==> src/rtl/drv_pkg.sv <==
// Shared types and constants for the valid_src traffic driver.
package drv_pkg;
  typedef enum logic [1:0] {
    IDLE,
    SEND,
    GAP,
    DONE
  } state_e;

  localparam int GAP_LEN_W = 3;
  localparam logic [15:0] SAT_MAX = 16'hFFFF;
endpackage

==> src/rtl/rng.sv <==
// Free-running 16-bit Galois LFSR; advances every cycle out of reset.
module rng #(
  parameter int unsigned SEED = 2
) (
  input  logic        clk,
  input  logic        rst_n,
  output logic [7:0]  rnd_8,
  output logic [15:0] rnd_16
);
  // An all-zero LFSR would lock up, so a zero seed falls back to 1.
  localparam logic [15:0] INIT =
    (SEED[15:0] == 16'd0) ? 16'd1 : SEED[15:0];

  logic [15:0] lfsr_q;
  logic [15:0] lfsr_d;

  always_comb begin
    lfsr_d = {1'b0, lfsr_q[15:1]};
    if (lfsr_q[0]) lfsr_d = lfsr_d ^ 16'hB400;
  end

  always_ff @(posedge clk) begin
    if (!rst_n) lfsr_q <= INIT;
    else        lfsr_q <= lfsr_d;
  end

  assign rnd_16 = lfsr_q;
  assign rnd_8  = lfsr_q[7:0];
endmodule

==> src/rtl/valid_src.sv <==
// Valid/ready traffic source: emits an incrementing payload for a run
// of num_pkts transfers with random idle gaps, counting stalls.
module valid_src
  import drv_pkg::*;
#(
  parameter int DATA_W = 8,
  parameter int unsigned SEED = 2
) (
  input  logic              clk,
  input  logic              rst_n,
  input  logic              start,
  input  logic [15:0]       num_pkts,
  input  logic [7:0]        gap_thresh,
  output logic              valid,
  output logic [DATA_W-1:0] data,
  input  logic              ready,
  output logic              busy,
  output logic              done,
  output logic [15:0]       sent_cnt,
  output logic [15:0]       stall_cnt
);
  state_e                 state_q, state_d;
  logic [DATA_W-1:0]      data_q, data_d;
  logic [15:0]            sent_q, sent_d;
  logic [15:0]            stall_q, stall_d;
  logic [15:0]            npkts_q, npkts_d;
  logic [7:0]             thresh_q, thresh_d;
  logic [GAP_LEN_W-1:0]   gap_q, gap_d;
  logic [7:0]             rand_8;
  logic                   xfer;

  rng #(.SEED(SEED)) rng_i (
    .clk    (clk),
    .rst_n  (rst_n),
    .rnd_8  (rand_8),
    .rnd_16 ()
  );

  assign valid     = (state_q == SEND);
  assign busy      = (state_q == SEND) || (state_q == GAP);
  assign done      = (state_q == DONE);
  assign data      = data_q;
  assign sent_cnt  = sent_q;
  assign stall_cnt = stall_q;
  assign xfer      = valid && ready;

  always_comb begin
    state_d  = state_q;
    data_d   = data_q;
    sent_d   = sent_q;
    stall_d  = stall_q;
    npkts_d  = npkts_q;
    thresh_d = thresh_q;
    gap_d    = gap_q;
    unique case (state_q)
      IDLE: begin
        if (start) begin
          npkts_d  = num_pkts;
          thresh_d = gap_thresh;
          data_d   = '0;
          sent_d   = '0;
          stall_d  = '0;
          gap_d    = '0;
          state_d  = (num_pkts != 16'd0) ? SEND : DONE;
        end
      end
      SEND: begin
        if (!ready && stall_q != SAT_MAX)
          stall_d = stall_q + 16'd1;
        if (xfer) begin
          data_d = data_q + DATA_W'(1);
          sent_d = sent_q + 16'd1;
          if (sent_q + 16'd1 == npkts_q) begin
            state_d = DONE;
          end else if (rand_8 > thresh_q &&
                       rand_8[GAP_LEN_W-1:0] != '0) begin
            gap_d   = rand_8[GAP_LEN_W-1:0];
            state_d = GAP;
          end
        end
      end
      GAP: begin
        gap_d = gap_q - GAP_LEN_W'(1);
        if (gap_q == GAP_LEN_W'(1)) state_d = SEND;
      end
      DONE: state_d = IDLE;
      default: state_d = IDLE;
    endcase
  end

  always_ff @(posedge clk) begin
    if (!rst_n) begin
      state_q  <= IDLE;
      data_q   <= '0;
      sent_q   <= '0;
      stall_q  <= '0;
      npkts_q  <= '0;
      thresh_q <= '0;
      gap_q    <= '0;
    end else begin
      state_q  <= state_d;
      data_q   <= data_d;
      sent_q   <= sent_d;
      stall_q  <= stall_d;
      npkts_q  <= npkts_d;
      thresh_q <= thresh_d;
      gap_q    <= gap_d;
    end
  end
endmodule
==> config.mk <==
export PLATFORM = sky130hd
export DESIGN_NAME = valid_src
export DESIGN_NICKNAME = d
export VERILOG_FILES = /design/src/rtl/drv_pkg.sv /design/src/rtl/rng.sv /design/src/rtl/valid_src.sv
export SDC_FILE = /design/constraint.sdc
export NUM_CORES = 1
export LEC_CHECK = 0
export CORE_MARGIN = 8
export CORE_UTILIZATION = 60
export CTS_BUF_LIST = sky130_fd_sc_hd__clkbuf_4
export CTS_CLUSTER_SIZE = 14
export DETAILED_ROUTE_END_ITERATION = 16
export GPL_TIMING_DRIVEN = 0
export PLACE_DENSITY_LB_ADDON = 0.15
export SKIP_CTS_REPAIR_TIMING = 1
export SYNTH_ARGS = -nofsm -noshare
export SYNTH_HDL_FRONTEND = slang
export SYNTH_SLANG_ARGS = --single-unit
==> constraint.sdc <==
create_clock -name clk -period 6.85 [get_ports clk]
set_input_delay 1.37 -clock clk [delete_from_list [all_inputs] [get_ports clk]]
set_output_delay 1.37 -clock clk [all_outputs]
set_load 0.01 [all_outputs]
## Word level (Yosys, flattened, before mapping)

Cells that the tools add are included.

| storage, ports and cells | value |
|---|---|
| flip-flop bits (word level) | 85 |
| input bits | 28 |
| output and inout port bits | 43 |

| cells by class | value |
|---|---|
| bitwise gates (word level) | 1 |
| $lt $le $gt $ge | 1 |
| reductions and logical operators | 16 |
| equal/unequal tests | 13 |
| mux-type cells | 21 |
| $add $sub $neg | 4 |

Operators by type and width:

| operator | count |
|---|---|
| case mux 16 bit (2 select lines) | 2 |
| 2-to-1 mux 16 bit | 3 |
| adder 16 x 1 -> 16 bit, second input constant | 2 |
| == test 16 bit | 1 |
| 2-to-1 mux 8 bit | 2 |
| != test 16 bit, second input constant | 1 |
| case mux 8 bit (2 select lines) | 1 |
| nonzero test 16 bit | 1 |
| 2-to-1 mux 14 bit | 1 |
| 2-to-1 mux 2 bit | 6 |
| 2-to-1 mux 3 bit | 4 |
| case mux 3 bit (3 select lines) | 1 |
| adder 8 x 1 -> 8 bit, second input constant | 1 |
| greater-than comparator 8 bit | 1 |
| != test 2 x 1 -> 1 bit, second input constant | 4 |
| case mux 2 bit (4 select lines) | 1 |
| AND reduction 3 bit | 2 |
| nonzero test 3 bit | 2 |
| AND reduction 5 bit | 1 |
| == test 2 bit, second input constant | 2 |
| != test 2 bit, second input constant | 2 |
| NOT 3 -> 4 bit | 1 |
| AND reduction 2 bit | 2 |
| AND reduction 4 bit | 1 |
| other kinds (9) | 11 |

## Depth between registers and ports, before layout

Gate-level depths: netlist (run 1).

| logic depth | value |
|---|---|
| word-level depth | 6 |
| depth in mapped cells | 10 |

## By module

A second synthesis (run 1) with hierarchy kept.

| second synthesis, totals | value |
|---|---|
| cell total of the unflattened synthesis | 558 |
| area total of the unflattened synthesis | 4,649.5 µm² |

Modules (own cells, without submodules):

| module | cells an instance | instances | sequential area each (µm²) | area an instance (µm²) |
|---|---|---|---|---|
| valid_src | 502 | 1 | 1,381.3 | 4,046.4 |
| rng | 56 | 1 | 320.3 | 603.1 |

## Least setup slack after synthesis (run 1)

OpenSTA, ideal clock, no wires.

| path | value |
|---|---|
| kind | input-to-reg |
| from | input port start |
| to | register stall_q[12], in the netlist stall_cnt[12] |
| path buffers | 0 |
| data arrival time | 2.540 ns |
| slack | 4.239 ns |
| cell stages on the path | 6 |
| setup time | 0.071 ns |
| cells stage by stage | nand2_1 > o21a_1 > a21oi_1 > nand3_1 > or3_1 > a21oi_1 |

| on the way | value |
|---|---|
| longest elaborated chain between the ends | 2 |

Ends and longest elaborated chain:

| element | line | text |
|---|---|---|
| start: declaration | valid_src.sv:11 | `input logic start,` |
| != test 2 bit (no line) | -- |  |
| AND reduction 3 bit (no line) | -- |  |
| end signal: assignment | valid_src.sv:104 | `stall_q <= stall_d;` |
| end: declaration | valid_src.sv:25 | `logic [15:0] stall_q, stall_d;` |

Every way passes these cells.
A chain may end at the register's enable or synchronous reset.

## Worst setup path in the final report (run 1)

| path | value |
|---|---|
| from | input port start |
| to | register sent_q[13], in the netlist sent_cnt[13] |

| on the way | value |
|---|---|
| longest elaborated chain between the ends | 2 |

Ends and longest elaborated chain:

| element | line | text |
|---|---|---|
| != test 2 bit (no line) | -- |  |
| AND reduction 3 bit (no line) | -- |  |
| end signal: assignment | valid_src.sv:103 | `sent_q <= sent_d;` |
| end: declaration | valid_src.sv:24 | `logic [15:0] sent_q, sent_d;` |

Every way passes these cells.

==> results of run 1 <==
## final cells by class
class / count / area [µm²]
fillers: 591 / 1850
plain buffers: 31 / 136
inverters: 22 / 82.6
multi-input cells: 404 / 2500
flip-flops and latches: 85 / 1700
clock buffers: 10 / 75.1
clock inverters: 6 / 46.3
repair buffers: 70 / 701
well taps: 99 / 124
## worst paths after layout
kind | to | cells past startpoint | slack [ns] | startpoint
setup / recovery | sent_cnt[13]$_SDFFE_PN0P_ | 7 | 3.60 | start
hold / removal | rng_i.rnd_16[14]$_SDFF_PN0_ | 1 | 0.45 | rng_i.rnd_16[15]$_SDFF_PN0_
setup reg to reg | state_q[0]$_SDFFE_PN0P_ | 8 | 3.84 | sent_cnt[0]$_SDFFE_PN0P_
hold reg to reg | rng_i.rnd_16[14]$_SDFF_PN0_ | 1 | 0.45 | rng_i.rnd_16[15]$_SDFF_PN0_
## power groups by stage
stage	Sequential (mW)	Combinational [mW]	Clock [mW]
after global routing	0.565	0.512	0.293
after global placement	0.569	0.445	0
after floorplan	0.564	0.318	0
after CTS	0.560	0.463	0.265
final	0.561	0.467	0.265
after detailed placement	0.571	0.459	0
## metal layers
| layer | wire length [µm] | track usage | vias to the layer above | part of all wire |
|---|---|---|---|---|
| met5 | 0 | 0 | - | 0 |
| met4 | 95 | 0.0734 | 0 | 0.0085 |
| met3 | 814 | 0.0477 | 8 | 0.073 |
| met2 | 5200 | 0.366 | 153 | 0.46 |
| met1 | 5080 | 0.275 | 1980 | 0.45 |
| li1 | - | - | 2049 | - |
## flip-flops by register name (all words and copies together) (netlist names)
signal,count
rng_i.rnd_16,16
stall_cnt,16
thresh_q,8
sent_cnt,16
data,8
state_q,2
npkts_q,16
gap_q,3
## Yosys cell counts, types with 2 or more instances
master    instances
a211oi_1          2
a21o_1            4
a21oi_1          43
a22oi_1           2
a311oi_1          3
a31oi_1           3
and2_1           13
and3_1            6
and4_1            7
buf_2             6
clkbuf_1         22
dfxtp_1          85
ha_1             18
inv_1            21
mux2i_1           8
nand2_1          76
nand2b_1          2
nand3_1          21
nand4_1          11
nor2_1           52
nor2b_1           5
nor3_1           10
nor3b_1           3
nor4_1            8
nor4b_1           3
o211ai_1          2
o21a_1            6
o21ai_0          27
o22ai_1           3
o311ai_0          2
or3_1             5
xnor2_1          14
xor2_1           22
## per-stage QoR
stage	area, µm²	worst slack (ns)	power, mW	instances	utilization
2_1_floorplan	4420	4.24	0.882	542	-
3_3_place_gp	5250	3.28	1.01	711	0.727
3_5_place_dp	5250	3.22	1.03	711	0.727
4_1_cts	5370	3.60	1.29	727	0.744
5_1_grt	5370	3.49	1.37	727	0.744
6_report	5370	3.60	1.29	727	0.744
## cell families after synthesis
kind of cell | count (synthesis) | share of synthesized area
multiplexers | 9 | 0.0207
flip-flops | 85 | 0.385
AO/OA/AOI/OAI | 110 | 0.158
AND/OR/NAND/NOR | 231 | 0.265
adder cells (fa/ha/maj) | 18 | 0.0509
XOR/XNOR | 36 | 0.0713
buffers and inverters | 53 | 0.0495
==> results.toml, run 1 <==
[run_status]
status = "complete, no violations"

[yosys]
seq_area_frac_synth = 0.385
synth_edf_count = 0
synth_top_area_frac = 0.385
ys_types = 60
syn_area_per_cell_um2 = 8.16
synth_area_um2 = 4420
netlist_top_cells_area = "dfxtp_1 38%, nand2_1 6.4%, ha_1 5.1%"
synth_seq_cells = 85
syn_nets = 588
synthFlopType = "dfxtp_1"
synthArstFlopShare = 0
ys_warn_count = 0
synth.largest_area_cell = "dfxtp_1"
syn_inst = 542

[drt]
dr.pass1.iters = 5
drt_wl_total_um = 11200
initialDrtViolationCount = 174
ant_nets = 0
drcViolationCount = 0
num_vias = 4190
via_per_inst = 5.76
wl_per_cell_um = 15.4

[pwr]
seq_power_share = 0.434
p_int_mw = 0.787
total_leakage_power_nw = 1.98
swShare = 0.391
pwr-share-comb = 0.361
p_switching_mw = 0.505
vdd_drop_max_mv = 0.136
p_clk_frac = 0.205
power-per-cell-area_nw_per_um2 = 241

[floorplan]
die_x_um = 102
ios = 71
die_area_um2 = 10400
rows = 31
initial_utilization = 0.613
core_area_um2 = 7210
die_h_um = 102

[timing]
fmax_mhz = 308
hold-worst-slack_ns = 0.452
relSlewSlack = 0.422
tightestPinTransition_ns = 0.862
fin_crit_sh = 0.474
hold_viol = 0
fin_crit_ns = 3.25
setup_tns_ns = 0
final-setup-viol-count = 0
slew_viol_final = 0
rsz0062_at_grt = "no"
clock_skew_ns = 0.0125

[global_routing]
grt_pass1_vias = 3987
antenna_found_initial = 0
grt-ovfl-total = 0
grt_start_max_net_pins = 16
track_usage = 0.220
grt_pass1_wl_um = 18400

[worst_setup_path]
critPathRequiredTime_ns = 7.20
crit_chain = "clkdlybuf4s50_1 > nand2b_1 > o21a_1 > inv_1 > nor2_1 > o21ai_0 > a311oi_1"
cp_slowest_cell = "nor2_1"
path_max_fanout = 10
critPathKind = "in -> reg"
critPathLaunchType = "primary input"
endpoint_kind = "register"
path_buf_inv = 2
cp_top_family = "compound AO/OA/AOI/OAI gates"
crit_arrival_ns = 3.60
critical-path-max-stage-delay_ns = 0.64

[placement]
routabilityCongestion = 0.910
io_buffers = 70
hpwl_um = 8620

[clocking]
cts_buffer_depth = 2
tritoncts = "built"
clk_pin_slew_ns = 0.14
clk_latency_ns = 0.43
cts.sinks = 85
htree_levels = 3
numCtsBuffers = 9
root_buffer = "clkbuf_4"

[cells_and_area]
drive_gt1_frac = 0.0541
n_antenna_cell = 0
final_cell_mix = "85 x dfxtp_1, 76 x nand2_1, 70 x clkdlybuf4s50_1, 52 x nor2_1, 43 x a21oi_1"
final_nets = 669
syn_to_final_growth_pct = 21.4
final_common_cell = "dfxtp_1"

[worst_hold_path]
hold_class = "reg -> reg"

[run]
cap_viol_max_count = 0
No activity file was read; power rests on OpenSTA's default activity.
==> inputs of run 2 (changes only) <==
Settings changed: CORE_UTILIZATION 60 to 56.
Clock period 6.85 ns to 3.15 ns, I/O delays scaled along.
==> run 2 against run 1 <==
  * Clock-buffer cell count decreased by 1
  * Register-to-register slack got worse by 3.6 ns
  * Final cell count increased by 0.55%
  * Sequential share of layout area decreased by 0.29 points
  * Combinational power increased by 120%
  * Highest routed layer unchanged
==> results.toml, run 2 (synthesized netlist as in run 1, its figures left out) <==
[drt]
drcViolationCount = 0
drt_wl_total_um = 11500
initialDrtViolationCount = 214
wl_per_cell_um = 15.7
num_vias = 4106
ant_nets = 0
via_per_inst = 5.62
dr.pass1.iters = 5

[placement]
io_buffers = 70
hpwl_um = 8650
routabilityCongestion = 0.902
place_area_um2 = 5250

[cells_and_area]
nFillCells = 661
final_common_cell = "dfxtp_1"
final_util = 0.705
regArea_um2 = 1700
final_cell_mix = "85 x dfxtp_1, 76 x nand2_1, 70 x clkdlybuf4s50_1, 52 x nor2_1, 43 x a21oi_1"
drive_gt1_frac = 0.0572
multi_input_area_um2 = 2520
final_area_um2 = 5420
n_antenna_cell = 0
syn_to_final_growth_pct = 22.5
final_nets = 670

[clocking]
cts_buffer_depth = 2
clk_latency_ns = 0.45
cts.sinks = 85
numCtsBuffers = 9
htree_levels = 3
root_buffer = "clkbuf_4"
clk_pin_slew_ns = 0.14
tritoncts = "built"

[timing]
hold-worst-slack_ns = 0.452
clock_skew_ns = 0.0248
relSlewSlack = 0.424
hold_viol = 0
rsz0062_at_grt = "no"
fin_crit_ns = 2.88
fmax_mhz = 348
fin_crit_sh = 0.913
tightestPinTransition_ns = 0.859
slew_viol_final = 0
final-setup-viol-count = 0
setup_tns_ns = 0

[worst_setup_path]
rr_worst_depth = 9
cp_slowest_cell = "dfxtp_1"
critPathLaunchType = "register"
reg2reg_from = "sent_cnt[0]$_SDFFE_PN0P_"
critPathRequiredTime_ns = 3.46
rrSetupSlack_ns = 0.27
path_max_fanout = 7
path_buf_inv = 1
critical-path-max-stage-delay_ns = 0.49
critPathKind = "reg -> reg"
endpoint_kind = "register"
cp_top_family = "simple AND/OR/NAND/NOR gates"
crit_arrival_ns = 3.19
crit_chain = "ha_1 > nand3_2 > nor4_4 > mux2i_1 > nand4_1 > nor4_4 > buf_4 > a2111oi_4 > mux2i_1"
r2r_end = "gap_q[0]$_SDFFE_PN0P_"

[worst_hold_path]
holdPathStages = 1
min_to = "rng_i.rnd_16[11]$_SDFF_PN0_"
hold_class = "reg -> reg"
hold_start = "rng_i.rnd_16[12]$_SDFF_PN0_"

[floorplan]
ios = 71
rows = 32
core_area_um2 = 7690
die_h_um = 105
initial_utilization = 0.575
die_x_um = 105
die_area_um2 = 11000

[pwr]
power-per-cell-area_nw_per_um2 = 531
p_total_mw = 2.88
total_leakage_power_nw = 2.01
vdd_drop_max_mv = 0.360

[run_status]
status = "complete, no violations"

[global_routing]
grt-ovfl-total = 0
grt_start_max_net_pins = 16
antenna_found_initial = 0
grt_pass1_wl_um = 19200
grt_pass1_vias = 4042
track_usage = 0.208

[run]
cap_viol_max_count = 0
-- run 2: cell count changes in the layout (fill, tap and decap cells not counted), sizes merged --
cell	before	now
clkinvlp	0	1
clkinv	5	4
bufinv	0	1
clkbuf	33	32
buf	8	9
-- run 2: area by class of cell --
cell class,instances,share of cell area
Sequential cell,85,0.314
Clock inverter,7,0.0132
Clock buffer,9,0.0125
Buffer,31,0.0252
Inverter,22,0.0152
Multi-Input combinational cell,404,0.466
Timing Repair Buffer,71,0.131
Tap cell,102,0.0236
-- run 2: where the power goes --
part | leakage (nW) | internal, mW | switching (mW)
clock network | 0.0720 | 0.244 | 0.399
registers | 0.691 | 1.15 | 0.0725
logic | 1.25 | 0.384 | 0.627
-- run 2: per-stage QoR --
stage,setup slack (ns),cells
finish,0.274,731
global route,0.0717,731
CTS,0.131,730
detailed placement,0.183,714
global placement,0.173,714
floorplan,0.635,542
-- run 2: per-layer routing --
layer  track usage  part of all wire  vias to the layer above
met5             0                 0                        -
met4        0.0703             0.017                        0
met3        0.0553             0.067                       16
met2         0.331              0.46                      129
met1         0.266              0.46                     1911
li1              -                 -                     2050
-- run 2: how the worst max path moves through the flow --
stage | startpoint | slack [ns] | endpoint | cells past startpoint
2_1_floorplan | sent_cnt[0]$_SDFFE_PN0P_ | 0.64 | state_q[0]$_SDFFE_PN0P_ | 8
5_1_grt | sent_cnt[8]$_SDFFE_PN0P_ | 0.07 | gap_q[0]$_SDFFE_PN0P_ | 9
3_5_place_dp | sent_cnt[0]$_SDFFE_PN0P_ | 0.18 | state_q[0]$_SDFFE_PN0P_ | 8
3_3_place_gp | sent_cnt[0]$_SDFFE_PN0P_ | 0.17 | state_q[0]$_SDFFE_PN0P_ | 8
4_1_cts | sent_cnt[0]$_SDFFE_PN0P_ | 0.13 | state_q[0]$_SDFFE_PN0P_ | 8
6_report | sent_cnt[0]$_SDFFE_PN0P_ | 0.27 | gap_q[0]$_SDFFE_PN0P_ | 9
